<file path="config.mk">
export PLATFORM = sky130hd
export DESIGN_NAME = alu_arbiter_flat
export DESIGN_NICKNAME = d
export VERILOG_FILES = /design/src/rtl/alu_arbiter_pkg.sv /design/src/rtl/alu_if.sv /design/src/rtl/rr_arbiter2.sv /design/src/rtl/alu_arbiter.sv /design/src/flat_wrapper.sv
export SDC_FILE = /design/constraint.sdc
export NUM_CORES = 1
export LEC_CHECK = 0
export BUFFER_PORTS_ARGS = -buffer_cell sky130_fd_sc_hd__buf_2
export CAP_MARGIN = 0
export CORE_UTILIZATION = 45
export DETAILED_ROUTE_END_ITERATION = 16
export GPL_ROUTABILITY_DRIVEN = 0
export PLACE_DENSITY = 0.91
export SLEW_MARGIN = 20
export SYNTH_ARGS = -nofsm -noshare
export SYNTH_HDL_FRONTEND = slang
export SYNTH_HIERARCHICAL = 1
export SYNTH_SLANG_ARGS = --single-unit
</file>
<file path="constraint.sdc">
create_clock -name clk -period 6.99 [get_ports clk]
set_clock_uncertainty 0.2 [all_clocks]
set_input_delay 0.3495 -clock clk [delete_from_list [all_inputs] [get_ports clk]]
set_output_delay 0.3495 -clock clk [all_outputs]
set_load 0.02 [all_outputs]
</file>
<file path="src/rtl/alu_arbiter_pkg.sv">
// Shared definitions for the ALU arbiter: data width, ALU opcode encoding,
// the arbiter defaults and the marker value returned on an aborted operation.
package riscv_defines;

    localparam int DATA_WIDTH      = 32;
    localparam int ALU_ARB_TIMEOUT = 64;
    localparam int ALU_ARB_NREQ    = 2;

    typedef enum logic [3:0] {
        ALU_ADD  = 4'd0,
        ALU_SUB  = 4'd1,
        ALU_XOR  = 4'd2,
        ALU_OR   = 4'd3,
        ALU_AND  = 4'd4,
        ALU_SLT  = 4'd5,
        ALU_SLTU = 4'd6,
        ALU_SLL  = 4'd7,
        ALU_SRL  = 4'd8,
        ALU_SRA  = 4'd9
    } alu_op_t;

    // Result delivered to a requester whose operation hit the watchdog.
    localparam logic [DATA_WIDTH-1:0] DEBUG_NO_USE = 32'hDEAD_BEEF;

endpackage

</file>
<file path="src/rtl/alu_if.sv">
// Request/response bundle between a requester and a multi-cycle ALU.
interface alu_if;
    import riscv_defines::*;

    logic                  req_valid;
    logic [DATA_WIDTH-1:0] operand1;
    logic [DATA_WIDTH-1:0] operand2;
    alu_op_t               alu_op;
    logic                  resp_valid;
    logic [DATA_WIDTH-1:0] result;

    modport requester (
        output req_valid, operand1, operand2, alu_op,
        input  resp_valid, result
    );

    modport responder (
        input  req_valid, operand1, operand2, alu_op,
        output resp_valid, result
    );
endinterface

</file>
<file path="src/rtl/rr_arbiter2.sv">
// Two-way round-robin grant: a lone request always wins, a tie goes to the
// requester that was not granted last. The pointer moves only on a taken grant.
module rr_arbiter2
    import riscv_defines::*;
(
    input  logic                    clk,
    input  logic                    rst_n,
    input  logic [ALU_ARB_NREQ-1:0] req_i,
    input  logic                    grant_en_i,
    output logic [ALU_ARB_NREQ-1:0] grant_o
);

    logic last_grant_q, last_grant_d;

    always_comb begin
        grant_o = 2'b00;
        case (req_i)
            2'b01:   grant_o = 2'b01;
            2'b10:   grant_o = 2'b10;
            2'b11:   grant_o = last_grant_q ? 2'b01 : 2'b10;
            default: grant_o = 2'b00;
        endcase

        last_grant_d = last_grant_q;
        if (grant_en_i && (grant_o != 2'b00)) begin
            last_grant_d = grant_o[1];
        end
    end

    // Reset points at requester 1 so requester 0 wins the first tie.
    always_ff @(posedge clk or negedge rst_n) begin
        if (!rst_n) begin
            last_grant_q <= 1'b1;
        end else begin
            last_grant_q <= last_grant_d;
        end
    end

endmodule

</file>
<file path="src/rtl/alu_arbiter.sv">
// Shares one multi-cycle ALU between two requesters: one operation in flight,
// round-robin on ties, and a watchdog that aborts an unanswered operation.
module alu_arbiter
    import riscv_defines::*;
#(
    parameter int TIMEOUT_CYCLES = ALU_ARB_TIMEOUT
) (
    input  logic      clk,
    input  logic      rst_n,
    alu_if.responder  req0,
    alu_if.responder  req1,
    alu_if.requester  alu,
    output logic      timeout_err
);

    localparam int              WD_W    = $clog2(TIMEOUT_CYCLES) + 1;
    localparam logic [WD_W-1:0] WD_LAST = WD_W'(TIMEOUT_CYCLES - 1);
    localparam logic [WD_W-1:0] WD_MAX  = '1;

    typedef enum logic [1:0] {IDLE, ISSUE, WAIT, RESP} arb_state_t;

    arb_state_t            state_q, state_d;
    logic                  gnt_q, gnt_d;
    logic [DATA_WIDTH-1:0] op1_q, op1_d;
    logic [DATA_WIDTH-1:0] op2_q, op2_d;
    alu_op_t               op_q, op_d;
    logic [DATA_WIDTH-1:0] res0_q, res0_d;
    logic [DATA_WIDTH-1:0] res1_q, res1_d;
    logic [1:0]            rvld_q, rvld_d;
    logic [WD_W-1:0]       wd_q, wd_d, wd_inc;
    logic                  to_q, to_d;

    logic [1:0] req_vec;
    logic [1:0] grant;
    logic       grant_en;

    assign req_vec = {req1.req_valid, req0.req_valid};

    rr_arbiter2 u_rr (
        .clk        (clk),
        .rst_n      (rst_n),
        .req_i      (req_vec),
        .grant_en_i (grant_en),
        .grant_o    (grant)
    );

    assign wd_inc = (wd_q == WD_MAX) ? wd_q : wd_q + 1'b1;

    always_comb begin
        state_d  = state_q;
        gnt_d    = gnt_q;
        op1_d    = op1_q;
        op2_d    = op2_q;
        op_d     = op_q;
        res0_d   = res0_q;
        res1_d   = res1_q;
        rvld_d   = 2'b00;
        wd_d     = wd_q;
        to_d     = 1'b0;
        grant_en = 1'b0;

        case (state_q)
            IDLE: begin
                if (req_vec != 2'b00) begin
                    grant_en = 1'b1;
                    gnt_d    = grant[1];
                    op1_d    = grant[1] ? req1.operand1 : req0.operand1;
                    op2_d    = grant[1] ? req1.operand2 : req0.operand2;
                    op_d     = grant[1] ? req1.alu_op   : req0.alu_op;
                    state_d  = ISSUE;
                end
            end
            ISSUE: begin
                wd_d    = '0;
                state_d = WAIT;
            end
            WAIT: begin
                if (alu.resp_valid) begin
                    if (gnt_q) res1_d = alu.result;
                    else       res0_d = alu.result;
                    rvld_d  = gnt_q ? 2'b10 : 2'b01;
                    state_d = RESP;
                end else begin
                    wd_d = wd_inc;
                    // Abort when the counter is about to reach its last value,
                    // so RESP lands TIMEOUT_CYCLES cycles after ISSUE.
                    if (wd_inc == WD_LAST) begin
                        if (gnt_q) res1_d = DEBUG_NO_USE;
                        else       res0_d = DEBUG_NO_USE;
                        rvld_d  = gnt_q ? 2'b10 : 2'b01;
                        to_d    = 1'b1;
                        state_d = RESP;
                    end
                end
            end
            RESP: begin
                state_d = IDLE;
            end
            default: state_d = IDLE;
        endcase
    end

    always_ff @(posedge clk or negedge rst_n) begin
        if (!rst_n) begin
            state_q <= IDLE;
            gnt_q   <= 1'b0;
            op1_q   <= '0;
            op2_q   <= '0;
            op_q    <= ALU_ADD;
            res0_q  <= '0;
            res1_q  <= '0;
            rvld_q  <= 2'b00;
            wd_q    <= '0;
            to_q    <= 1'b0;
        end else begin
            state_q <= state_d;
            gnt_q   <= gnt_d;
            op1_q   <= op1_d;
            op2_q   <= op2_d;
            op_q    <= op_d;
            res0_q  <= res0_d;
            res1_q  <= res1_d;
            rvld_q  <= rvld_d;
            wd_q    <= wd_d;
            to_q    <= to_d;
        end
    end

    assign alu.req_valid  = (state_q == ISSUE);
    assign alu.operand1   = op1_q;
    assign alu.operand2   = op2_q;
    assign alu.alu_op     = op_q;

    assign req0.resp_valid = rvld_q[0];
    assign req0.result     = res0_q;
    assign req1.resp_valid = rvld_q[1];
    assign req1.result     = res1_q;

    assign timeout_err = to_q;

endmodule

</file>
<file path="src/flat_wrapper.sv">
// flat-port wrapper written by rule: the top's interface ports become plain ports
module alu_arbiter_flat import riscv_defines::*;
#(
    parameter int TIMEOUT_CYCLES = ALU_ARB_TIMEOUT
)
  (clk, rst_n, timeout_err, req0_req_valid, req0_operand1, req0_operand2, req0_alu_op, req0_resp_valid, req0_result, req1_req_valid, req1_operand1, req1_operand2, req1_alu_op, req1_resp_valid, req1_result, alu_req_valid, alu_operand1, alu_operand2, alu_alu_op, alu_resp_valid, alu_result);
  alu_if req0_i ();
  alu_if req1_i ();
  alu_if alu_i ();
  input  logic clk;
  input  logic rst_n;
  output logic timeout_err;
  input wire logic [$bits(req0_i.req_valid)-1:0] req0_req_valid;
  input wire logic [$bits(req0_i.operand1)-1:0] req0_operand1;
  input wire logic [$bits(req0_i.operand2)-1:0] req0_operand2;
  input wire logic [$bits(req0_i.alu_op)-1:0] req0_alu_op;
  output wire logic [$bits(req0_i.resp_valid)-1:0] req0_resp_valid;
  output wire logic [$bits(req0_i.result)-1:0] req0_result;
  input wire logic [$bits(req1_i.req_valid)-1:0] req1_req_valid;
  input wire logic [$bits(req1_i.operand1)-1:0] req1_operand1;
  input wire logic [$bits(req1_i.operand2)-1:0] req1_operand2;
  input wire logic [$bits(req1_i.alu_op)-1:0] req1_alu_op;
  output wire logic [$bits(req1_i.resp_valid)-1:0] req1_resp_valid;
  output wire logic [$bits(req1_i.result)-1:0] req1_result;
  output wire logic [$bits(alu_i.req_valid)-1:0] alu_req_valid;
  output wire logic [$bits(alu_i.operand1)-1:0] alu_operand1;
  output wire logic [$bits(alu_i.operand2)-1:0] alu_operand2;
  output wire logic [$bits(alu_i.alu_op)-1:0] alu_alu_op;
  input wire logic [$bits(alu_i.resp_valid)-1:0] alu_resp_valid;
  input wire logic [$bits(alu_i.result)-1:0] alu_result;
  assign req0_i.req_valid = req0_req_valid;
  assign req0_i.operand1 = req0_operand1;
  assign req0_i.operand2 = req0_operand2;
  assign req0_i.alu_op = req0_alu_op;
  assign req0_resp_valid = req0_i.resp_valid;
  assign req0_result = req0_i.result;
  assign req1_i.req_valid = req1_req_valid;
  assign req1_i.operand1 = req1_operand1;
  assign req1_i.operand2 = req1_operand2;
  assign req1_i.alu_op = req1_alu_op;
  assign req1_resp_valid = req1_i.resp_valid;
  assign req1_result = req1_i.result;
  assign alu_req_valid = alu_i.req_valid;
  assign alu_operand1 = alu_i.operand1;
  assign alu_operand2 = alu_i.operand2;
  assign alu_alu_op = alu_i.alu_op;
  assign alu_i.resp_valid = alu_resp_valid;
  assign alu_i.result = alu_result;
  alu_arbiter #(.TIMEOUT_CYCLES(TIMEOUT_CYCLES)) u_core (.clk(clk), .rst_n(rst_n), .req0(req0_i), .req1(req1_i), .alu(alu_i), .timeout_err(timeout_err));
endmodule
</file>
* After elaboration in Yosys (flattened, before gate mapping) *
Cells that the tools add are included.

storage, ports and cells
  flip-flop bits (word level) = 146
  input port bits = 173
  output and inout bits = 136
  logic and storage cells = 64

cells by class
  $add $sub $neg = 1
  eq/ne operators = 11
  muxes and demuxes = 29
  bitwise gates (word level) = 1
  reduce and logical (&&, ||, !) cells = 11

operators by type and width
  kind                                                                      count
  32-bit two-way mux                                                        10
  2-bit two-way mux                                                         8
  7-bit two-way mux                                                         2
  7-bit one-hot mux with 2 select lines                                     1
  2-bit == test (second input constant)                                     4
  2-bit one-hot mux with 4 select lines                                     1
  2-bit nonzero test                                                        4
  7-bit by 1-bit adder with 7-bit output (second input constant)            1
  7-bit by 6-bit == test with 1-bit output (second input constant)          1
  7-bit == test (second input constant)                                     1
  2-bit one-hot mux with 3 select lines                                     1
  2-bit AND reduction                                                       3
  3-bit AND reduction                                                       2
  1-bit two-way mux                                                         5
  2-bit by 1-bit == test with 1-bit output (second input constant)          2
  4-bit two-way mux                                                         1
  3-bit by 2-bit inequality test with 1-bit output (second input constant)  1
  2-bit zero test                                                           1
  2-bit by 1-bit inequality test with 1-bit output (second input constant)  1
  2-bit inequality test (second input constant)                             1
  1-bit logical AND                                                         1
  1-bit NOT                                                                 1

* Logic depth before layout (Yosys ltp) *
  depth in word-level cells = 6
  depth in mapped cells = 8
  mapped depth without buffers = 7

* Cells and area by module *
Netlist, hierarchy kept.

by module, submodules not included
  module       times used  cells an instance  area an instance (um^2)  sequential area each (um^2)
  alu_arbiter  1           520                6095.8                   3628.5
  rr_arbiter2  1           6                  56.3                     26.3

* Worst setup path after synthesis *
OpenSTA, ideal clock, no wires.

  kind = reg-to-reg
  start = register u_core.wd_q[1]
  end = register u_core.res0_q[10] (netlist: u_core/req0.result[10])
  setup time = 121 ps
  arrival = 1887 ps
  required time = 6669 ps
  path slack = 4782 ps
  stages on the path, launching flop included = 9
  buffers on the path = 1
  clock period less this slack = 2208 ps
  cells stage by stage = dfrtp_1 -> ha_1 -> nand2_1 -> o311a_1 -> o211a_4 -> o21ai_4 -> inv_4 -> buf_6 -> o22a_1

between the ends
  word-level cells in the longest chain between the ends = 5
  elaborated cells between the ends (all ways) = 6
  classes of those cells = add/sub: 1; eq/ne: 2; mux: 1; reduce/logical: 2

RTL lines
  element                                                                  RTL line            RTL
  from (decl)                                                              alu_arbiter.sv:30   logic [WD_W-1:0] wd_q, wd_d, wd_inc;
  from (signal assigned)                                                   alu_arbiter.sv:124  wd_q <= wd_d;
  7-bit by 1-bit adder with 7-bit output or 7-bit == test (tied branches)  alu_arbiter.sv:47   assign wd_inc = (wd_q == WD_MAX) ? wd_q : wd_q + 1'b1;
  7-bit two-way mux *                                                      alu_arbiter.sv:47
  7-bit by 6-bit == test with 1-bit output *                               alu_arbiter.sv:87   if (wd_inc == WD_LAST) begin
  2-bit nonzero test (no source line) *                                    -
  3-bit AND reduction (no source line) *                                   -
  to (signal assigned)                                                     alu_arbiter.sv:121  res0_q <= res0_d;
  to (decl)                                                                alu_arbiter.sv:27   logic [DATA_WIDTH-1:0] res0_q, res0_d;

Every way passes the cells marked *; elsewhere a longest branch is shown, timed or not.
A chain may end at the register's enable or synchronous reset.

* Worst setup path in the final report *
  start = input req0_req_valid
  end = register u_core.op_q[0] (netlist: u_core/alu.alu_op[0])

between the ends
  word-level cells in the longest chain between the ends = 3
  elaborated cells between the ends (all ways) = 7
  classes of those cells = eq/ne: 3; mux: 2; reduce/logical: 2

RTL lines
  element                                                                    RTL line            RTL
  from (decl)                                                                flat_wrapper.sv:13  input wire logic [$bits(req0_i.req_valid)-1:0] req0_req_valid;
  2-bit == test or 2-bit by 1-bit == test with 1-bit output (tied branches)  rr_arbiter2.sv:17   case (req_i)
  2-bit one-hot mux with 3 select lines *                                    rr_arbiter2.sv:17
  named net u_core.grant[1]                                                  alu_arbiter.sv:34   logic [1:0] grant;
  4-bit two-way mux *                                                        alu_arbiter.sv:69   op_d = grant[1] ? req1.alu_op : req0.alu_op;
  to (signal assigned)                                                       alu_arbiter.sv:120  op_q <= op_d;
  to (decl)                                                                  alu_arbiter.sv:26   alu_op_t op_q, op_d;

The timed path passes the listed nets; every way through them passes the cells marked *.

==> summary.md <==
| Metric | Value |
|---|---|
| Run status | complete, no violations |
| Slowest stage cell, crit path | buf_4 |
| Setup Viol. Count Final | 0 |
| Remaining DRCs | 0 |
| Post-CTS Resized | 0 |
| Post-route insts no fill | about 1,000 |
| Most common cell after layout, fill and taps aside | buf_2 |
| Initial Util | 0.462 |
| Synth Cell Area | between 6000 and 7000 µm² |
| Layout cells sized above 1 | 0.408 |
| Clock slew at reported path FFs | 0.06 ns |
| H-tree levels | 4 |
| Worst slew pin tran | 0.970 ns |
| Drt initial violations | roughly 300 |
| Design Power | just over 0.004 W |
| Io pins | between 300 and 400 |
| Largest net degree at the start of global routing | 98 |
| Post-Syn Area per Cell | 11.7 µm² |
| Most frequent cells in the layout | 307 x buf_2, 145 x dfrtp_1, 79 x nand2_1 |
| Final wirelength | approximately 17,000 µm |
| WP data required | 7.02 ns |
| MaxCap Viol Count | 0 |
| Cell Pwr Density | between 400 and 500 nW/µm² |
| Core box area | ~13,000 µm² |
| Critical Path End Type | register |
| Crit path kind | in2reg |
| Synth warn | 6 |
| First-pass GRT wire length | 27,100 µm |
| CP Cell Sequence | dlygate4sd3_1 -> buf_2 -> a21boi_4 -> buf_4 -> mux2i_1 -> o21ai_0 |
| Nets | about 1,000 |
| CP Launch Type | input port |
| Die Ht | around 120 µm |
| Buffers & Inverters on Critical Path | 3 |
| Final Critical Period | ~2.9 ns |
| Final cycle utilization of the critical path | 0.408 |
| Leakage | 4.43 nW |
| TritonCTS clock tree | built |
| DR pass1 iterations | 5 |
| Synthesized net count | approximately 700 |
| Total global-route track usage | 0.246 |
| Min-Delay Path Class | in2reg |
| Filler Cell Count | between 1,000 and 1,500 |
| Vias in the first global route | around 5,600 |
| WL per Instance | about 16 µm |
| Final Hold Vio Count | 0 |
| Worst Path Arrival | 2.88 ns |
| Global route overflow | 0 |
| Detail Placement HPWL | ~12,000 µm |
| CTS Buf Count | 17 |
| Flop2flop setup slack | about 4.4 ns |
| PortBufs | 308 |
| FP Rows | 42 |
| Vias per cell | between 5 and 6 |
| Root Buffer | clkbuf_16 |
| Initial antenna violation count | 1 |
| Setup_tns | 0 ns |
| Crit path largest cell delay | between 0.8 and 0.9 ns |
| Max Slew Vio Count | 0 |
| Die width | 119 µm |
| TritonCTS sink count | 146 |
| Area grow syn2layout | 42.2% |
| VDD IR-drop max | between 0.2 and 0.25 mV |
| DP Cell Count | about 980 |
| Clock buffer depth | 2 |
| Top delay family on crit path | buffers and inverters |
| RSZ-0062 raised after global routing | false |
| Worst-path fanout max | 55 |
| Max Fclk | 0.351 GHz |
| Detail Route Antenna Nets | 0 |
| Clk_lat worst skew | 0.41 ns |
| Die area | 14,100 µm² |
| Worst slew margin | 0.351 |
| DR vias | 5,419 |
| Mapped Cells | approximately 520 |
-- worst min-delay path: cells and delay by family --
kind,cells,cell delay (ns)
buffers and inverters,1,0.08
muxes,1,0.05
AOI/OAI and AO/OA,1,0.13
-- metrics by stage --
stage               utilization  area, µm²  worst slack [ns]  hold WS (ns)
floorplan                     -       6140              4.78        -0.146
global placement          0.587       7800              4.36         0.257
detailed placement        0.587       7800              4.21         0.265
CTS                       0.657       8730              4.12       0.00702
global route              0.657       8730              3.94        0.0384
finish                    0.657       8730              4.14        0.0200
-- flip-flops by register name (all words and copies together) (netlist names) --
register and flops:
u_core/alu.operand1 32, u_core/alu.operand2 32, u_core/req0.result 32, u_core/req1.result 32
u_core/wd_q 7, u_core/alu.alu_op 4, u_core/rvld_q 2, u_core/state_q 2
u_core/gnt_q 1, u_core/timeout_err 1, u_core/u_rr/last_grant_q 1
-- report_power, final --
| part | total [W] | internal, W | leakage [nW] | switching, W |
|---|---|---|---|---|
| combinational | 0.00172 | 0.000643 | 2.38 | 0.00108 |
| sequential | 0.00145 | 0.00124 | 1.76 | 0.000214 |
| clock | 0.000893 | 0.000539 | 0.283 | 0.000355 |
| total | 0.00407 | 0.00242 | 4.43 | 0.00164 |
-- what timing repair did --
| action | 4_1_cts | 5_1_grt |
|---|---|---|
| hold buffers | 34 | 0 |
| setup buffers | 0 | 0 |
| endpoints found under the hold margin | 159 | 0 |
| endpoints found under the setup margin | 0 | 0 |
-- path summary, 6_finish.rpt --
path / start / end / depth (start not counted)
max in group asynchronous: rst_n / u_core/alu.operand1[6] / 3
min in group asynchronous: rst_n / u_core/req0.result[4] / 2
max reg2reg: u_core/state_q[0] / u_core/req0.result[21] / 5
max: req0_req_valid / u_core/alu.alu_op[0] / 6
min reg2reg: u_core/alu.operand2[15] / u_core/alu.operand2[15] / 2
min: req0_operand2[1] / u_core/alu.operand2[1] / 3
-- routing by layer --
| metal | vias up | track usage | share of wire |
|---|---|---|---|
| met1 | 2593 | 0.283 | 0.40 |
| met2 | 243 | 0.433 | 0.51 |
| met5 | - | 0 | 0 |
| met4 | 0 | 0.0965 | 0.024 |
| li1 | 2550 | - | - |
| met3 | 33 | 0.0666 | 0.065 |
-- layout make-up --
type | instances | area, µm² | share of cell area
Sequential cell | 146 | 3650 | 0.418
Tap cell | 176 | 220 | 0.0252
Antenna cell | 1 | 2.50 | 0.000286
Clock buffer | 18 | 439 | 0.0503
Clock inverter | 14 | 154 | 0.0176
Multi-Input combinational cell | 336 | 2310 | 0.265
Timing Repair Buffer | 345 | 1910 | 0.219
Inverter | 9 | 38.8 | 0.00444
Power figures use the tool's default switching activity.
